[config.mk]
export PLATFORM = sky130hd
export DESIGN_NAME = trace_src_arbiter
export DESIGN_NICKNAME = d
export VERILOG_FILES = /design/src/rtl/trace_dbg_pkg.sv /design/src/rtl/trace_rr_arb.sv /design/src/rtl/trace_src_arbiter.sv
export SDC_FILE = /design/constraint.sdc
export NUM_CORES = 1
export LEC_CHECK = 0
export ABC_AREA = 1
export CAP_MARGIN = 20
export CORE_MARGIN = 5
export CORE_UTILIZATION = 56
export DETAILED_ROUTE_END_ITERATION = 10
export GPL_TIMING_DRIVEN = 0
export HOLD_SLACK_MARGIN = 0.05
export PLACE_DENSITY = 0.89
export SLEW_MARGIN = 15
export SYNTH_ARGS = -nofsm -noshare
export SYNTH_HDL_FRONTEND = slang
export SYNTH_SLANG_ARGS = --single-unit
export TNS_END_PERCENT = 50
[constraint.sdc]
create_clock -name clk -period 7.1 [get_ports clk]
set_input_delay 1.42 -clock clk [delete_from_list [all_inputs] [get_ports clk]]
set_output_delay 1.42 -clock clk [all_outputs]
set_load 0.02 [all_outputs]
[src/rtl/trace_dbg_pkg.sv]
// trace_dbg_pkg: shared definitions for the trace source arbiter.
//   - Packet field bit positions for the default geometry
//     (16-bit payload, 2-bit source id).
//   - Packet type constants PKT_SAMPLE / PKT_DROP.
//   - trace_pkt_s: packed packet layout {is_drop, src_id, payload}.
// Build option: TRACE_ARB_FIXED_PRIO_EN (see trace_rr_arb).
package trace_dbg_pkg;

  localparam int TRACE_SAMPLE_W  = 16;
  localparam int TRACE_ID_W      = 2;

  localparam int PKT_PAYLOAD_LSB = 0;
  localparam int PKT_ID_LSB      = TRACE_SAMPLE_W;
  localparam int PKT_DROP_BIT    = TRACE_SAMPLE_W + TRACE_ID_W;

  localparam logic PKT_SAMPLE = 1'b0;
  localparam logic PKT_DROP   = 1'b1;

  typedef struct packed {
    logic                      is_drop;
    logic [TRACE_ID_W-1:0]     src_id;
    logic [TRACE_SAMPLE_W-1:0] payload;
  } trace_pkt_s;

endpackage

[src/rtl/trace_rr_arb.sv]
// trace_rr_arb: combinational num_src_p-way selector.
// Ports:
//   req        in  num_src_p   request vector
//   last_grant in  id_width_p  previously granted source (round-robin build only)
//   grant_oh   out num_src_p   one-hot grant
//   grant_id   out id_width_p  encoded grant
//   grant_any  out 1           at least one request granted
// Macro TRACE_ARB_FIXED_PRIO_EN: when defined, lowest index wins and the
// last_grant port does not exist; otherwise round-robin starting after
// last_grant.
module trace_rr_arb
  import trace_dbg_pkg::*;
#(
  parameter int num_src_p  = 4,
  parameter int id_width_p = $clog2(num_src_p)
) (
  input  logic [num_src_p-1:0]  req,
`ifndef TRACE_ARB_FIXED_PRIO_EN
  input  logic [id_width_p-1:0] last_grant,
`endif
  output logic [num_src_p-1:0]  grant_oh,
  output logic [id_width_p-1:0] grant_id,
  output logic                  grant_any
);

`ifdef TRACE_ARB_FIXED_PRIO_EN

  always_comb begin
    grant_oh  = '0;
    grant_id  = '0;
    grant_any = 1'b0;
    for (int i = 0; i < num_src_p; i++) begin
      if (!grant_any && req[i]) begin
        grant_any   = 1'b1;
        grant_oh[i] = 1'b1;
        grant_id    = id_width_p'(i);
      end
    end
  end

`else

  // Walk last_grant+1 .. last_grant+num_src_p; the wrap is a single
  // conditional subtract since the sum never reaches 2*num_src_p.
  always_comb begin
    int idx;
    grant_oh  = '0;
    grant_id  = '0;
    grant_any = 1'b0;
    idx       = 0;
    for (int k = 1; k <= num_src_p; k++) begin
      idx = int'(last_grant) + k;
      if (idx >= num_src_p) idx = idx - num_src_p;
      if (!grant_any && req[idx]) begin
        grant_any     = 1'b1;
        grant_oh[idx] = 1'b1;
        grant_id      = id_width_p'(idx);
      end
    end
  end

`endif

endmodule

[src/rtl/trace_src_arbiter.sv]
// trace_src_arbiter: shares one trace FIFO write port between num_src_p
// sample sources that cannot be back-pressured. Ungranted samples are
// counted per source; the next grant of a source with a nonzero count
// emits a drop packet {1, id, count} instead of a sample {0, id, data}.
// Ports:
//   clk, rst      clock, asynchronous active-high reset
//   src_en        per-source enable (disabled: never granted, count cleared)
//   sample_data   packed samples, source i at [i*sample_width_p +: sample_width_p]
//   sample_valid  per-source sample strobe
//   fifo_data     registered packet {is_drop, src_id, payload}
//   fifo_valid    packet valid
//   fifo_ready    FIFO accepts packet
// Macro TRACE_ARB_FIXED_PRIO_EN: fixed priority (lowest index) instead of
// round-robin; last_grant register is then absent.
module trace_src_arbiter
  import trace_dbg_pkg::*;
#(
  parameter int num_src_p       = 4,
  parameter int sample_width_p  = 16,
  parameter int counter_width_p = 8,
  parameter int id_width_p      = $clog2(num_src_p)
) (
  input  logic                                clk,
  input  logic                                rst,
  input  logic [num_src_p-1:0]                src_en,
  input  logic [num_src_p*sample_width_p-1:0] sample_data,
  input  logic [num_src_p-1:0]                sample_valid,
  output logic [id_width_p+sample_width_p:0]  fifo_data,
  output logic                                fifo_valid,
  input  logic                                fifo_ready
);

  localparam int                   pkt_w   = 1 + id_width_p + sample_width_p;
  localparam logic [counter_width_p-1:0] ctr_max = '1;

  logic [num_src_p-1:0][counter_width_p-1:0] ctr, ctr_nxt;
  logic [num_src_p-1:0]       elig, req, grant_oh;
  logic [id_width_p-1:0]      grant_id;
  logic                       grant_any, load;
  logic [sample_width_p-1:0]  g_data;
  logic [counter_width_p-1:0] g_ctr;
  logic [pkt_w-1:0]           pkt;

  // Output register can take a new packet when empty or being drained.
  assign load = !fifo_valid || fifo_ready;

  always_comb begin
    elig = '0;
    for (int i = 0; i < num_src_p; i++)
      elig[i] = src_en[i] && (sample_valid[i] || ctr[i] != '0);
  end

  // Gating requests with load means a stall produces no grant, so every
  // valid sample during a stall falls through to the counting path.
  assign req = load ? elig : '0;

`ifdef TRACE_ARB_FIXED_PRIO_EN
  trace_rr_arb #(
    .num_src_p  (num_src_p),
    .id_width_p (id_width_p)
  ) u_arb (
    .req       (req),
    .grant_oh  (grant_oh),
    .grant_id  (grant_id),
    .grant_any (grant_any)
  );
`else
  logic [id_width_p-1:0] last_grant;

  trace_rr_arb #(
    .num_src_p  (num_src_p),
    .id_width_p (id_width_p)
  ) u_arb (
    .req        (req),
    .last_grant (last_grant),
    .grant_oh   (grant_oh),
    .grant_id   (grant_id),
    .grant_any  (grant_any)
  );

  always_ff @(posedge clk or posedge rst) begin
    if (rst)            last_grant <= id_width_p'(num_src_p - 1);
    else if (grant_any) last_grant <= grant_id;
  end
`endif

  // One-hot mux of the granted source's data and count.
  always_comb begin
    g_data = '0;
    g_ctr  = '0;
    for (int i = 0; i < num_src_p; i++) begin
      if (grant_oh[i]) begin
        g_data = sample_data[i*sample_width_p +: sample_width_p];
        g_ctr  = ctr[i];
      end
    end
  end

  always_comb begin
    if (g_ctr != '0) pkt = {PKT_DROP, grant_id, sample_width_p'(g_ctr)};
    else             pkt = {PKT_SAMPLE, grant_id, g_data};
  end

  // Counter next state. A granted source reporting drops loses any sample
  // presented in the same cycle, so its count restarts at 1.
  always_comb begin
    ctr_nxt = ctr;
    for (int i = 0; i < num_src_p; i++) begin
      if (!src_en[i])
        ctr_nxt[i] = '0;
      else if (grant_oh[i])
        ctr_nxt[i] = (ctr[i] != '0 && sample_valid[i]) ? counter_width_p'(1) : '0;
      else if (sample_valid[i] && ctr[i] != ctr_max)
        ctr_nxt[i] = ctr[i] + counter_width_p'(1);
    end
  end

  always_ff @(posedge clk or posedge rst) begin
    if (rst) ctr <= '0;
    else     ctr <= ctr_nxt;
  end

  always_ff @(posedge clk or posedge rst) begin
    if (rst) begin
      fifo_valid <= 1'b0;
      fifo_data  <= '0;
    end else if (load) begin
      fifo_valid <= grant_any;
      if (grant_any) fifo_data <= pkt;
    end
  end

endmodule

==> run_results.csv, run 1 <==
group,metric,value,unit
synthesis,syn-num-nets,707,
sta,slew-limit-headroom,48.1,%
min_path,timing.hold.worst_endpoint,"fifo_data[14]",
clocking,cts_hold_repair.buffers,0,
cells_and_area,num-fill-cells,613,
clocking,cts_buffer_depth,2,
pwr,peakVddDrop,0.000551,V
synthesis,yosys.area.top_type,"dfrtp_1",
setup_path,path_class,"in -> reg",
sta,grt_setup_unrepaired,"false",
cells_and_area,layout-area-overhead-vs-synth,27.0,%
min_path,timing.hold.worst.class,"reg -> reg",
placed_design,placed_cell_area,5470,um^2
routing,wl,12900,um
sta,setup_ws,2.85,ns
clocking,tritoncts,"done",
grt,via_count_of_the_first_global_routing_pass,4499,
setup_path,setup.worst_path.start_class,"input port",
pwr,power_switching_share,57.0,%
cells_and_area,insertedDiodeCount,0,
synthesis,synth.yosys.warnings,0,
clocking,clock-root-buffer,"clkbuf_8",
pwr,power_report.internal_total,1.37,mW
cells_and_area,post_route_cells_drive_above_1_share,15.0,%
grt,grt_pass1_wl,21100,um
synthesis,synth.lib_cells_used.distinct,39,
grt,grt_max_degree,37,
placed_design,routabilityCongestion,0.943,
floorplan,coreArea,7690,um^2
floorplan,die_area,9690,um^2
clocking,cts.reportedPaths.clkPinSlew,0.10,ns
clocking,maximum_level_of_the_cts_h_tree,2,
setup_path,critical-path-top-cell-by-count,"nor2_1",
routing,post_route_drc_violation_count,0,
flow_run,drv_cap,0,
synthesis,seq_total_area_yosys,30.9,%
setup_path,path_cells,"clkdlybuf4s50_1, nor2_1, nor2_1, nand3_2, nand2_2, o21ai_4, inv_2, nor3_1, inv_1, clkbuf_1, o21ai_0, nand2_1",
setup_path,crit_fanout,10,
routing,drt.antenna.violating_nets,0,
clocking,tritoncts.num_buffers,5,
placed_design,pre_cts_ws,2.61,ns
cells_and_area,layout.cell_area.non_filler,5560,um^2
setup_path,worst_setup_path_end_kind,"flop",
setup_path,rr_endpoint,"fifo_data[6]",
synthesis,synth_area_leaders,"dfrtp_1 (30%), nand2_1 (15%), a21oi_1 (5.1%)",
setup_path,highest_delay_cell_along_the_critical_path,"nor3_1",
clocking,number_of_post_cts_setup_repair_buffers,0,
pwr,net_switching_component_of_the_power,1.81,mW
sta,report.final.setup_viol,0,
sta,slew_violations,0,
sta,finalCritPeriodShare,59.9,%
floorplan,num_rows,32,
sta,finalWorstPathRequiredPeriod,4.25,ns
grt,grt_usage,26.4,%
pwr,p_per_area,571,nW/um^2
routing,post_drt_wl_per_cell,15.7,um
clocking,numClockSinks,54,
cells_and_area,instances_no_fill,822,
synthesis,post_synthesis_mean_instance_area,7.10,um^2
sta,totalNegativeSetupSlack,0,ns
placed_design,io_buffers,94,
min_path,holdPathStages,2,
pwr,power_frac_comb,80.0,%
synthesis,mappedNetlistArea,4380,um^2
sta,fin_skew,0.0107,ns
grt,grt_antenna_before_repair,0,
floorplan,vert_die_dim,98.4,um
sta,finalHoldViolations,0,
setup_path,r2r_slack,3.60,ns
min_path,worst_hold_startpoint,"fifo_data[14]",
routing,drt_iter0_markers,335,
synthesis,ys_ff_latch,54,
clocking,post_cts_resize_count,0,
placed_design,detailedPlacementHpwl,10600,um
routing,drt_first_pass_iters,5,
setup_path,critPathRequiredTime,7.30,ns
floorplan,ioPinCount,95,
setup_path,ff2ff_path_depth,11,
pwr,clock_power_share,5.7,%
pwr,cellLeakagePower,2.65,nW
floorplan,die-width,98.4,um
routing,vias_per_cell,5.51,
cells_and_area,finish.net_count,809,
synthesis,synth-main-ff-cell,"dfrtp_1",
setup_path,timing.critical_path.arrival,4.45,ns
pwr,fin_total_pwr,3.18,mW
clocking,worstSkewPairLatency,0.31,ns
pwr,pwr-share-seq,14.3,%
placed_design,post_place_cells,814,
synthesis,synth-async-reset-ratio,100,%
synthesis,synth-edff-count,0,
setup_path,crit-reg2reg-launch,"last_grant[0]",
run_status,outcome,"completed",
sta,fmax,235,MHz
grt,grt_overflow,0,
floorplan,floorplan.initialDensity,56.9,%
synthesis,synthCells,617,
sta,max_slew.worst_pin.slew,0.773,ns
routing,route.vias.total,4532,
setup_path,crit_path_max_incr_delay,0.64,ns
synthesis,synth_top_area_share,29.7,%
-- cell type report --
cell class / count / area [um^2] / area share (%)
Inverter: 71 / 267 / 4.79
Buffer: 18 / 149 / 2.68
Timing Repair Buffer: 95 / 961 / 17.3
Clock inverter: 2 / 12.5 / 0.225
Multi-Input combinational cell: 474 / 2610 / 46.9
Clock buffer: 6 / 82.6 / 1.48
Sequential cell: 54 / 1350 / 24.3
Tap cell: 102 / 128 / 2.29
-- through the flow --
stage | hold WS, ns | utilization [%]
floorplan | 0.506 | -
global placement | 0.462 | 70.8
detailed placement | 0.464 | 71.1
CTS | 0.491 | 72.3
global route | 0.516 | 72.3
finish | 0.488 | 72.3
-- flip-flops by register name, summed over array words and instances, names as in the netlist --
signal,cells
ctr,32
fifo_data,19
last_grant,2
fifo_valid,1
-- power by group through the flow --
stage | Combinational [mW] | Clock (mW) | Sequential, mW
2_1_floorplan | 1.85 | 0 | 0.490
3_3_place_gp | 2.41 | 0 | 0.454
3_5_place_dp | 2.50 | 0 | 0.458
4_1_cts | 2.51 | 0.188 | 0.453
5_1_grt | 2.78 | 0.197 | 0.463
6_report | 2.54 | 0.182 | 0.453
-- cell usage in the layout (no fill, tap or decap), types with 15 or more instances in the layout --
cell type and n:
nand2_2 16, inv_2 21, nor2_1 37, nand3_1 42
nor3_1 16, o211ai_1 16, nand2_1 180, dfrtp_1 52
nand3_2 19, inv_1 49, ha_1 15, o21ai_0 22
a21oi_1 45, clkdlybuf4s50_1 94
-- metal layers --
metal	track usage [%]	share of wire (%)
met5	0	0
met4	8.30	3.3
met3	3.26	3.9
met2	46.2	50
met1	34.0	43
-- critical path: cells and delay by family --
family / cells / cell delay [ns]
and+or+nand+nor: 6 / 1.40
buffers and inverters: 4 / 1.12
AOI/OAI and AO/OA: 2 / 0.51
-- synth_stat cells, types with 5 or more instances --
master    count
nand2_1     180
dfrtp_1      52
inv_1        50
a21oi_1      45
nand3_1      42
nor2_1       37
o21ai_0      22
inv_2        20
nand3_2      19
nand2_2      16
nor3_1       16
o211ai_1     16
ha_1         15
nand4_1      13
xor2_1       13
nor2_4        7
nor2_2        6
buf_2         5
buf_6         5
-- worst max-delay path by stage --
| stage | slack [ns] | endpoint | startpoint | depth (start not counted) |
|---|---|---|---|---|
| floorplan | 3.79 | fifo_data[18] | fifo_ready | 20 |
| global placement | 2.70 | fifo_data[4] | fifo_ready | 12 |
| detailed placement | 2.61 | fifo_data[6] | fifo_ready | 12 |
| CTS | 2.93 | fifo_data[6] | fifo_ready | 12 |
| global route | 2.66 | fifo_data[6] | fifo_ready | 12 |
| finish | 2.85 | fifo_data[6] | fifo_ready | 12 |
-- kinds of logic after synthesis --
family,synth area share (%)
buf+inv,9.49
fa+ha+maj,4.29
compound gates,13.7
xor+xnor,2.60
simple gates,39.0
flops,30.9
(Power assumes the default switching activity.)
==> run 2, diff against run 1 <==
- CORE_UTILIZATION: 56 -> 52
- PLACE_DENSITY: 0.89 -> 0.84
- clock period: 7.1 -> 4.2 ns (I/O delays scaled with it)
==> run 2 against run 1 <==
  * Power rose by 68%
  * Flip-flop and latch count did not move
  * Critical path depth unchanged
  * Non-clock buffer count did not move
  * Via count increased by 0.11%
  * Worst setup slack worse by 2.2 ns
  * Count of clock-buffer cells in the layout is 1 higher
  * First-iteration DRC count down 25%
  * Die area up 6.9%
  * Largest cell class unchanged
==> run_results.csv, run 2 (same netlist as run 1, synthesis figures left out) <==
group,metric,value,unit
sta,fmax,281,MHz
floorplan,floorplan.initialDensity,53.3,%
floorplan,die_area,10400,um^2
routing,post_route_drc_violation_count,0,
cells_and_area,layout-area-overhead-vs-synth,27.4,%
pwr,cellLeakagePower,2.65,nW
routing,route.vias.total,4537,
setup_path,crit-reg2reg-launch,"last_grant[0]",
min_path,holdPathStages,2,
cells_and_area,instances_no_fill,825,
sta,fin_skew,0.00754,ns
grt,via_count_of_the_first_global_routing_pass,4455,
setup_path,ff2ff_path_depth,11,
flow_run,drv_cap,0,
pwr,peakVddDrop,0.000894,V
setup_path,setup.worst_path.start_class,"input port",
cells_and_area,area.sequential,1350,um^2
cells_and_area,number_of_flip_flops_in_the_largest_register,32,
min_path,timing.hold.worst.class,"reg -> reg",
setup_path,path_class,"in -> reg",
sta,max_slew.worst_pin.slew,0.761,ns
min_path,worst_hold_startpoint,"fifo_data[12]",
clocking,worstSkewPairLatency,0.31,ns
routing,drt_first_pass_iters,5,
floorplan,die-width,102,um
min_path,timing.hold.worst_endpoint,"fifo_data[12]",
grt,grt_pass1_wl,20900,um
clocking,cts_buffer_depth,2,
floorplan,coreArea,8220,um^2
clocking,tritoncts.num_buffers,5,
grt,grt_antenna_before_repair,0,
clocking,tritoncts,"done",
cells_and_area,multi_input_area,2610,um^2
clocking,cts.reportedPaths.clkPinSlew,0.10,ns
cells_and_area,post_route_cells_drive_above_1_share,14.7,%
setup_path,r2r_slack,0.77,ns
sta,totalNegativeSetupSlack,0,ns
placed_design,routabilityCongestion,0.921,
sta,slew-limit-headroom,48.8,%
sta,setup_ws,0.640,ns
cells_and_area,finish.net_count,809,
clocking,number_of_post_cts_setup_repair_buffers,0,
sta,grt_setup_unrepaired,"false",
setup_path,rr_endpoint,"fifo_data[0]",
routing,drt_iter0_markers,251,
routing,drt.antenna.violating_nets,0,
grt,grt_max_degree,33,
pwr,p_per_area,960,nW/um^2
routing,vias_per_cell,5.50,
clocking,clock-root-buffer,"clkbuf_8",
placed_design,pre_cts_ws,0.325,ns
clocking,cts_hold_repair.buffers,0,
cells_and_area,insertedDiodeCount,0,
run_status,outcome,"completed",
placed_design,post_place_cells,817,
cells_and_area,largest_register,"ctr",
clocking,post_cts_resize_count,0,
cells_and_area,layout.cells.most_common,"nand2_1",
grt,grt_overflow,0,
floorplan,num_rows,33,
grt,grt_usage,25.3,%
sta,finalWorstPathRequiredPeriod,3.56,ns
sta,finalHoldViolations,0,
clocking,maximum_level_of_the_cts_h_tree,2,
setup_path,crit_fanout,10,
setup_path,timing.critical_path.arrival,3.75,ns
routing,wl,12800,um
cells_and_area,highest_count_cells_in_the_layout_ignoring_fill_and_taps,"nand2_1 (180), clkdlybuf4s50_1 (94), dfrtp_1 (52)",
sta,report.final.setup_viol,0,
clocking,numClockSinks,54,
pwr,fin_total_pwr,5.35,mW
routing,post_drt_wl_per_cell,15.5,um
sta,finalCritPeriodShare,84.8,%
placed_design,detailedPlacementHpwl,10500,um
cells_and_area,num-fill-cells,702,
sta,slew_violations,0,
setup_path,worst_setup_path_end_kind,"flop",
floorplan,vert_die_dim,102,um
cells_and_area,layout_top_registers,"ctr x32, fifo_data x19, last_grant x2",
floorplan,ioPinCount,95,
placed_design,io_buffers,94,
setup_path,critPathRequiredTime,4.39,ns
run 2: cell count changes in the layout (fill, tap and decap cells not counted), sizes merged:
cell and change:
bufinv +1, clkbuf +1, clkinv -1, clkinvlp -1
run 2: final cells by class:
type | instances | share of cell area, %
plain buffers | 18 | 2.67
clock buffers | 7 | 1.37
clock inverters | 1 | 0.538
inverters | 71 | 4.78
multi-input cells | 474 | 46.8
flip-flops and latches | 54 | 24.3
well taps | 105 | 2.36
repair buffers | 95 | 17.2
run 2: stage by stage:
stage / area [um^2] / hold WS, ns / utilization, %
final: 5580 / 0.497 / 67.9
after floorplan: 4380 / 0.506 / -
after detailed placement: 5470 / 0.475 / 66.6
after global routing: 5580 / 0.526 / 67.9
after global placement: 5450 / 0.463 / 66.3
after CTS: 5580 / 0.498 / 67.9
run 2: worst max path at each step:
stage / from / end / slack, ns / cells after the start
floorplan: last_grant[0] / fifo_data[18] / 1.44 / 19
CTS: fifo_ready / fifo_data[0] / 0.64 / 12
global route: fifo_ready / fifo_data[4] / 0.38 / 12
finish: fifo_ready / fifo_data[0] / 0.64 / 12
global placement: fifo_ready / fifo_data[4] / 0.37 / 12
detailed placement: fifo_ready / fifo_data[0] / 0.33 / 12
run 2: metal layers:
layer,track usage [%],wire length (um),vias up
met4,7.98,357,0
met2,44.1,6420,131
met1,32.6,5400,2144
met3,3.37,615,29
met5,0,0,-
li1,-,-,2233
run 2: critical path: stages:
cell and delay, ns:
clkdlybuf4s50_1 0.41, nor2_1 0.30, nor2_1 0.12, nand3_2 0.11, nand2_2 0.09, o21ai_4 0.27, inv_2 0.07, nor3_1 0.63
inv_1 0.30, clkbuf_1 0.31, o21ai_0 0.22, nand2_1 0.08
run 2: power breakdown:
part / internal [mW] / switching (mW) / total, mW / leakage, nW
clock network: 0.179 / 0.169 / 0.348 / 0.0524
logic: 1.51 / 2.73 / 4.24 / 1.89
registers: 0.669 / 0.0973 / 0.766 / 0.713
total: 2.36 / 3.00 / 5.35 / 2.65
